File: config.mk
export PLATFORM = sky130hd
export DESIGN_NAME = regfile_wb_arbiter
export DESIGN_NICKNAME = d
export VERILOG_FILES = /design/src/rtl/regfile_wb_arbiter.sv
export SDC_FILE = /design/constraint.sdc
export NUM_CORES = 1
export LEC_CHECK = 0
export BUFFER_PORTS_ARGS = -buffer_cell sky130_fd_sc_hd__buf_2
export CORE_ASPECT_RATIO = 0.9
export CORE_MARGIN = 10
export CORE_UTILIZATION = 35
export CTS_CLUSTER_DIAMETER = 120
export DETAILED_ROUTE_END_ITERATION = 12
export HOLD_SLACK_MARGIN = 0.06
export PLACE_DENSITY_LB_ADDON = 0.08
export REMOVE_ABC_BUFFERS = 1
export SYNTH_ARGS = -nofsm -noshare
export SYNTH_HDL_FRONTEND = slang
export SYNTH_SLANG_ARGS = --single-unit
File: constraint.sdc
create_clock -name clk -period 1.79 [get_ports clk]
set_input_delay 0.179 -clock clk [delete_from_list [all_inputs] [get_ports clk]]
set_output_delay 0.179 -clock clk [all_outputs]
set_load 0.01 [all_outputs]
File: src/rtl/regfile_wb_arbiter.sv
// Writeback arbiter for a single register-file write port: ALU vs. load data,
// with a per-register load scoreboard that drives decode stalls.
module regfile_wb_arbiter #(
  parameter int DATA_W = 32,
  parameter int NREGS  = 16
) (
  input  logic              clk,
  input  logic              rst,
  input  logic              alu_valid,
  output logic              alu_ready,
  input  logic [4:0]        alu_rd,
  input  logic [DATA_W-1:0] alu_data,
  input  logic              mem_valid,
  output logic              mem_ready,
  input  logic [4:0]        mem_rd,
  input  logic [DATA_W-1:0] mem_data,
  input  logic              load_issue,
  output logic              load_issue_ready,
  input  logic [4:0]        load_rd,
  input  logic [4:0]        rs1_sel,
  input  logic [4:0]        rs2_sel,
  output logic              stall,
  output logic [4:0]        write_register,
  output logic [DATA_W-1:0] write_value
);

  localparam int IDX_W = (NREGS > 1) ? $clog2(NREGS) : 1;

  logic [NREGS-1:0]  r_busy;
  logic              r_ptr;
  logic [4:0]        r_wr_reg;
  logic [DATA_W-1:0] r_wr_val;

  logic              w_alu_elig;
  logic              w_grant_mem;
  logic              w_grant_alu;
  logic              w_alu_xfer;
  logic              w_mem_xfer;
  logic              w_issue_xfer;
  logic              w_contend;
  logic [NREGS-1:0]  w_busy_next;

  // Architectural, writable register: x1..x(NREGS-1).
  function automatic logic rd_valid(input logic [4:0] rd);
    return (rd != 5'd0) && (int'({27'd0, rd}) < NREGS);
  endfunction

  function automatic logic busy_of(input logic [NREGS-1:0] busy, input logic [4:0] rd);
    return rd_valid(rd) ? busy[rd[IDX_W-1:0]] : 1'b0;
  endfunction

  // Grant selection, handshakes and decode stall.
  always_comb begin
    w_alu_elig       = alu_valid && !busy_of(r_busy, alu_rd);
    w_contend        = w_alu_elig && mem_valid;
    w_grant_mem      = mem_valid && (!w_alu_elig || !r_ptr);
    w_grant_alu      = w_alu_elig && !w_grant_mem;
    alu_ready        = w_grant_alu;
    mem_ready        = w_grant_mem;
    w_alu_xfer       = w_grant_alu;
    w_mem_xfer       = w_grant_mem;
    load_issue_ready = !busy_of(r_busy, load_rd);
    w_issue_xfer     = load_issue && load_issue_ready;
    stall = (rd_valid(rs1_sel) && (busy_of(r_busy, rs1_sel) || (rs1_sel == r_wr_reg))) ||
            (rd_valid(rs2_sel) && (busy_of(r_busy, rs2_sel) || (rs2_sel == r_wr_reg)));
  end

  // Scoreboard next state: a same-edge issue wins over the load's own clear.
  always_comb begin
    w_busy_next = r_busy;
    if (w_mem_xfer && rd_valid(mem_rd)) begin
      w_busy_next[mem_rd[IDX_W-1:0]] = 1'b0;
    end else begin
      w_busy_next = w_busy_next;
    end
    if (w_issue_xfer && rd_valid(load_rd)) begin
      w_busy_next[load_rd[IDX_W-1:0]] = 1'b1;
    end else begin
      w_busy_next = w_busy_next;
    end
  end

  // Registered write port, round-robin pointer and scoreboard.
  always_ff @(posedge clk or posedge rst) begin
    if (rst) begin
      r_busy   <= '0;
      r_ptr    <= 1'b0;
      r_wr_reg <= 5'd0;
      r_wr_val <= '0;
    end else begin
      r_busy <= w_busy_next;
      if (w_contend) begin
        r_ptr <= w_grant_mem;
      end
      if (w_alu_xfer) begin
        r_wr_reg <= rd_valid(alu_rd) ? alu_rd : 5'd0;
        r_wr_val <= alu_data;
      end else if (w_mem_xfer) begin
        r_wr_reg <= rd_valid(mem_rd) ? mem_rd : 5'd0;
        r_wr_val <= mem_data;
      end else begin
        r_wr_reg <= 5'd0;
      end
    end
  end

  assign write_register = r_wr_reg;
  assign write_value    = r_wr_val;

endmodule
After elaboration in Yosys (flattened, before gate mapping) --
Cells that the tools add are included.
Operators by class: magnitude comparators 12, mux-type cells 24, bitwise logic cells 3, reduce and logical (&&, ||, !) cells 31, equal/unequal tests 2
Operator list (count):
- 2-to-1 mux 32 bit | 2
- 2-to-1 mux 16 bit | 2
- < comparator 4 x 5 -> 1 bit, second input constant | 5
- < comparator 5 bit, second input constant | 5
- nonzero test 5 bit | 5
- 2-to-1 mux 5 bit | 4
- AND 16 bit | 1
- binary-select mux 1 bit (select 4 bit) | 4
- logical AND 1 bit | 16
- NOT 16 bit | 1
- OR 16 bit | 1
- == test 5 bit | 2
- 2-to-1 mux 1 bit | 10
- demux 1 bit (select 4 bit) | 2
- >= comparator 4 x 1 -> 1 bit, second input constant | 2
- zero test 1 bit | 5
- logical OR 1 bit | 4
- nonzero test 2 bit | 1
Word-level totals: bits in registers 54, logic and storage cells 76, bits of input ports 94

Longest topological paths before layout --
word-level depth 12, depth in mapped cells 8, gate-level depth less buffers 5

Worst setup path before layout --
OpenSTA, ideal clock, no wires.
path type flip-flop to flip-flop, from register r_busy[12], to register r_wr_val[0] (netlist: write_value[0]), path slack -160 ps, arrival time 1824 ps, period minus slack after synthesis 1950 ps, data required time 1664 ps, stages on the path, launching flop included 6, cell sequence dfrtp_1 > mux4_2 > o221ai_4 > a21oi_4 > buf_6 > a221o_1
On the way: cells in the longest elaborated chain, start to end 11, elaborated cells on any way between the ends 12
RTL lines:
- start: declaration | line 29 | logic [NREGS-1:0] r_busy;
- start signal: assignment | line 91 | r_busy <= w_busy_next;
- binary-select mux 1 bit (select 4 bit) * | line 49 | return rd_valid(rd) ? busy[rd[IDX_W-1:0]] : 1'b0;
- 2-to-1 mux 1 bit (not written as such) * | line 49
- 2-to-1 mux 1 bit * | line 49
- zero test 1 bit * | line 54 | w_alu_elig = alu_valid && !busy_of(r_busy, alu_rd);
- logical AND 1 bit * | line 54
- zero test 1 bit | line 56 | w_grant_mem = mem_valid && (!w_alu_elig || !r_ptr);
- logical OR 1 bit | line 56
- logical AND 1 bit | line 56
- zero test 1 bit | line 57 | w_grant_alu = w_alu_elig && !w_grant_mem;
- logical AND 1 bit | line 57
- 2-to-1 mux 32 bit or nonzero test 2 bit (tied branches)
- end signal: assignment | line 97 | r_wr_val <= alu_data;
- end signal: assignment | line 100 | r_wr_val <= mem_data;
- end: declaration | line 32 | logic [DATA_W-1:0] r_wr_val;
Every way passes the cells marked *; elsewhere a longest branch is shown, timed or not. The select of a mux whose other input is x is not followed. A chain may end at the register's enable or synchronous reset.

Worst setup path in the final report --
from register r_busy[13], to output stall
On the way: cells in the longest elaborated chain, start to end 6, elaborated cells on any way between the ends 11
RTL lines:
- binary-select mux 1 bit (select 4 bit) | line 49
- 2-to-1 mux 1 bit (not written as such) | line 49
- 2-to-1 mux 1 bit | line 49
- logical OR 1 bit, on equally long branches | line 64, 65
- logical AND 1 bit, on equally long branches | line 64, 65
- logical OR 1 bit * | line 64 | stall = (rd_valid(rs1_sel) && (busy_of(r_busy, rs1_sel) || (rs1_sel == r_wr_reg))) ||
- end: declaration | line 22 | output logic stall,
Marks and branches as above.

==> flow_summary.toml <==
[yosys]
synth-main-ff-cell = "dfrtp_1"
ys_async_sr_fraction = 1.00
synth_area_leaders = "dfrtp_1 (41%), a221o_1 (9.7%), mux4_2 (9.6%), nor3b_1 (7.5%), nand2_1 (2.8%)"
syn_area_um2 = 3300
synth_seq_cells = 54
synth_top_cell_area_share = 0.410
avgSynthCellArea_um2 = 11.1
synth.distinct_cells = 43
synth_edf_count = 0
syn-instance-count = 297
yosysMostFrequentCell = "dfrtp_1"
yosys_warnings = 0
synth_top_cell_by_area = "dfrtp_1"
yosysSeqAreaShare = 0.410
synth_common_cells = "dfrtp_1 (54), nor3b_1 (33), a221o_1 (32)"

[route]
wl_per_cell_um = 19.5
viasPerCell = 5.38
first_iter_violations = 233
antenna_left = 0
totalWireLength_um = 11900
vias = 3292
dr.pass1.iters = 4
drc = 0

[critical_path]
crit_fanout = 2
slowest_stage = "mux4_2"
startpoint = "r_busy[13]$_DFF_PP0_"
crit_path_end_kind = "primary output"
critPathKind = "flip-flop to primary output"
crit_chain = "buf_6 > mux4_2 > mux4_2 > o21ai_2 > o41ai_2 > buf_2"
r2r_end = "write_value[15]$_DFFE_PP0P_"
r2r_cells = 8
reg2reg_slack_ns = -0.48
crit_end = "stall"
cpPeakStageDelay_ns = 0.49
r2r-start = "r_busy[10]$_DFF_PP0_"
arrival_ns = 2.11
crit_top_cell = "mux4_2"
startpoint_type = "flip-flop"
worstPathRequired_ns = 1.61

[floorplanning]
ios = 135
die_w_um = 122
die_h_um = 112
dieArea_um2 = 13700
rows = 33
start_util = 0.360
core_um2 = 9170

[status]
outcome = "finished with violations"
violations = "negative setup slack"

[finish]
drive_above_1_share = 0.537
final_util = 0.547
multiInputGateArea_um2 = 1920
seq_area_um2 = 1360
areaGrowthSynthToFinish_pct = 52.0
layout.nets = 584
diodes = 0
fillCellCount = 861

[place]
gp_congestion = 0.831
pre_cts_slack_ns = -0.345
io_buffer_count = 134
dp_hpwl_um = 8810

[cts]
clkLatencyLatePin_ns = 0.31
path_clk_slew_ns = 0.11
numCtsBuffers = 5
cts-root-buf = "clkbuf_8"
cts.htree.levels = 2
tritoncts = "yes"
clkSinkCount = 54
cts_buffer_depth = 2

[power_and_ir_drop]
power_density_nw_per_um2 = 902
power_switching_w = 0.00159
finalPower_w = 0.00452
p_leak_nw = 2.31
vdd_ir_drop_max_uv = 382
swShare = 0.352
p_int_w = 0.00293
p_comb_frac = 0.458
clock_power_share = 0.154
p_seq_frac = 0.388

[sta]
rsz0062_at_grt = "yes"
slew_violations = 0
tns_ns = -18.37
slew_headroom = 0.620
final.period_utilization = 1.28
tightestPinTransition_ns = 0.569
max_freq_mhz = 437
hold_slack_ns = 0.0916
fin_crit_ns = 2.29
setup_viol = 56
final_hold_viol_count = 0
setup_slack_ns = -0.500
fin_worst_skew_ns = 0.00935

[global_route]
grt_pass1_vias = 3452
grt_max_degree = 34
grt.total_usage = 0.166
grt_overflow_total = 0
antenna_found_initial = 0
grt_pass1_wl_um = 18600

[hold_path]
hold_class = "input port to flip-flop"

[run]
max_cap_violations = 0
## cells by family after synthesis
family / count (synthesis) / synth area share
simple gates: 96 / 0.166
buf+inv: 33 / 0.0546
xor+xnor: 8 / 0.0213
other cells: 1 / 0.00114
flops: 54 / 0.410
mux: 26 / 0.134
compound gates: 79 / 0.213
## sequential cells by signal (all words and copies together), names as in the netlist
name,flops
write_value,32
r_busy,16
write_register,5
r_ptr,1
## timing repair
action | 4_1_cts | 5_1_grt
setup buffers | 12 | 7
hold buffers | 1 | 0
endpoints found under the hold margin | 21 | 0
gates cloned | 6 | 1
gates resized for setup | 32 | 28
endpoints found under the setup margin | 56 | 56
pin swaps | 27 | 28
## metal layers
layer / wire length [um] / up-vias / GRT usage / share of wire
li1: - / 1546 / - / -
met1: 5240 / 1621 / 0.227 / 0.44
met2: 5600 / 114 / 0.264 / 0.47
met3: 995 / 11 / 0.0426 / 0.083
met4: 115 / 0 / 0.0243 / 0.0096
met5: 0 / - / 0 / 0
## cell type report
type                            count  share of cell area
Multi-Input combinational cell    211               0.383
Inverter                           11             0.00824
Tap cell                          122              0.0305
Clock buffer                        5              0.0137
Clock inverter                      2             0.00275
Sequential cell                    54               0.271
Timing Repair Buffer              207               0.291
## cell usage in the layout, fill, tap and decap left out, drive strengths merged, types with 5 or more instances in the layout
master  instances
nor2b           7
nand3           5
a21oi          14
nand2          25
mux2            6
mux4           14
mux2i           6
a221o          32
nor2           10
inv            12
nor3b          33
buf           204
clkbuf          7
dfrtp          54
## worst max-delay path, delay by kind of cell (launching register included)
family,cells,cell delay [ns]
buffers and inverters,2,0.27
multiplexers,2,0.92
AO/OA/AOI/OAI,2,0.22
flip-flops,1,0.41
## power by group through the flow
stage                     registers (W)  logic (W)  clock network [W]
after floorplan                 0.00178   0.000799                  0
after global placement          0.00175    0.00172                  0
after detailed placement        0.00175    0.00173                  0
after CTS                       0.00173    0.00196           0.000717
after global routing            0.00179    0.00223           0.000771
final                           0.00175    0.00207           0.000699
## how the worst min path moves through the flow
stage                             from                     endpoint  slack, ns  depth (start not counted)
after floorplan            mem_data[0]   write_value[0]$_DFFE_PP0P_       0.32                          1
after global placement             rst   write_value[6]$_DFFE_PP0P_       0.23                          2
after detailed placement           rst   write_value[6]$_DFFE_PP0P_       0.24                          2
after CTS                  mem_data[6]   write_value[6]$_DFFE_PP0P_       0.09                          2
after global routing      mem_data[24]  write_value[24]$_DFFE_PP0P_       0.08                          2
final                      mem_data[6]   write_value[6]$_DFFE_PP0P_       0.09                          2
## per-stage QoR
stage	instance area, um^2	std cells
after global placement	4400	579
after CTS	4820	605
after floorplan	3160	275
after global routing	5010	612
after detailed placement	4400	579
final	5010	612
Note: power is estimated with default switching activity, not from simulation.
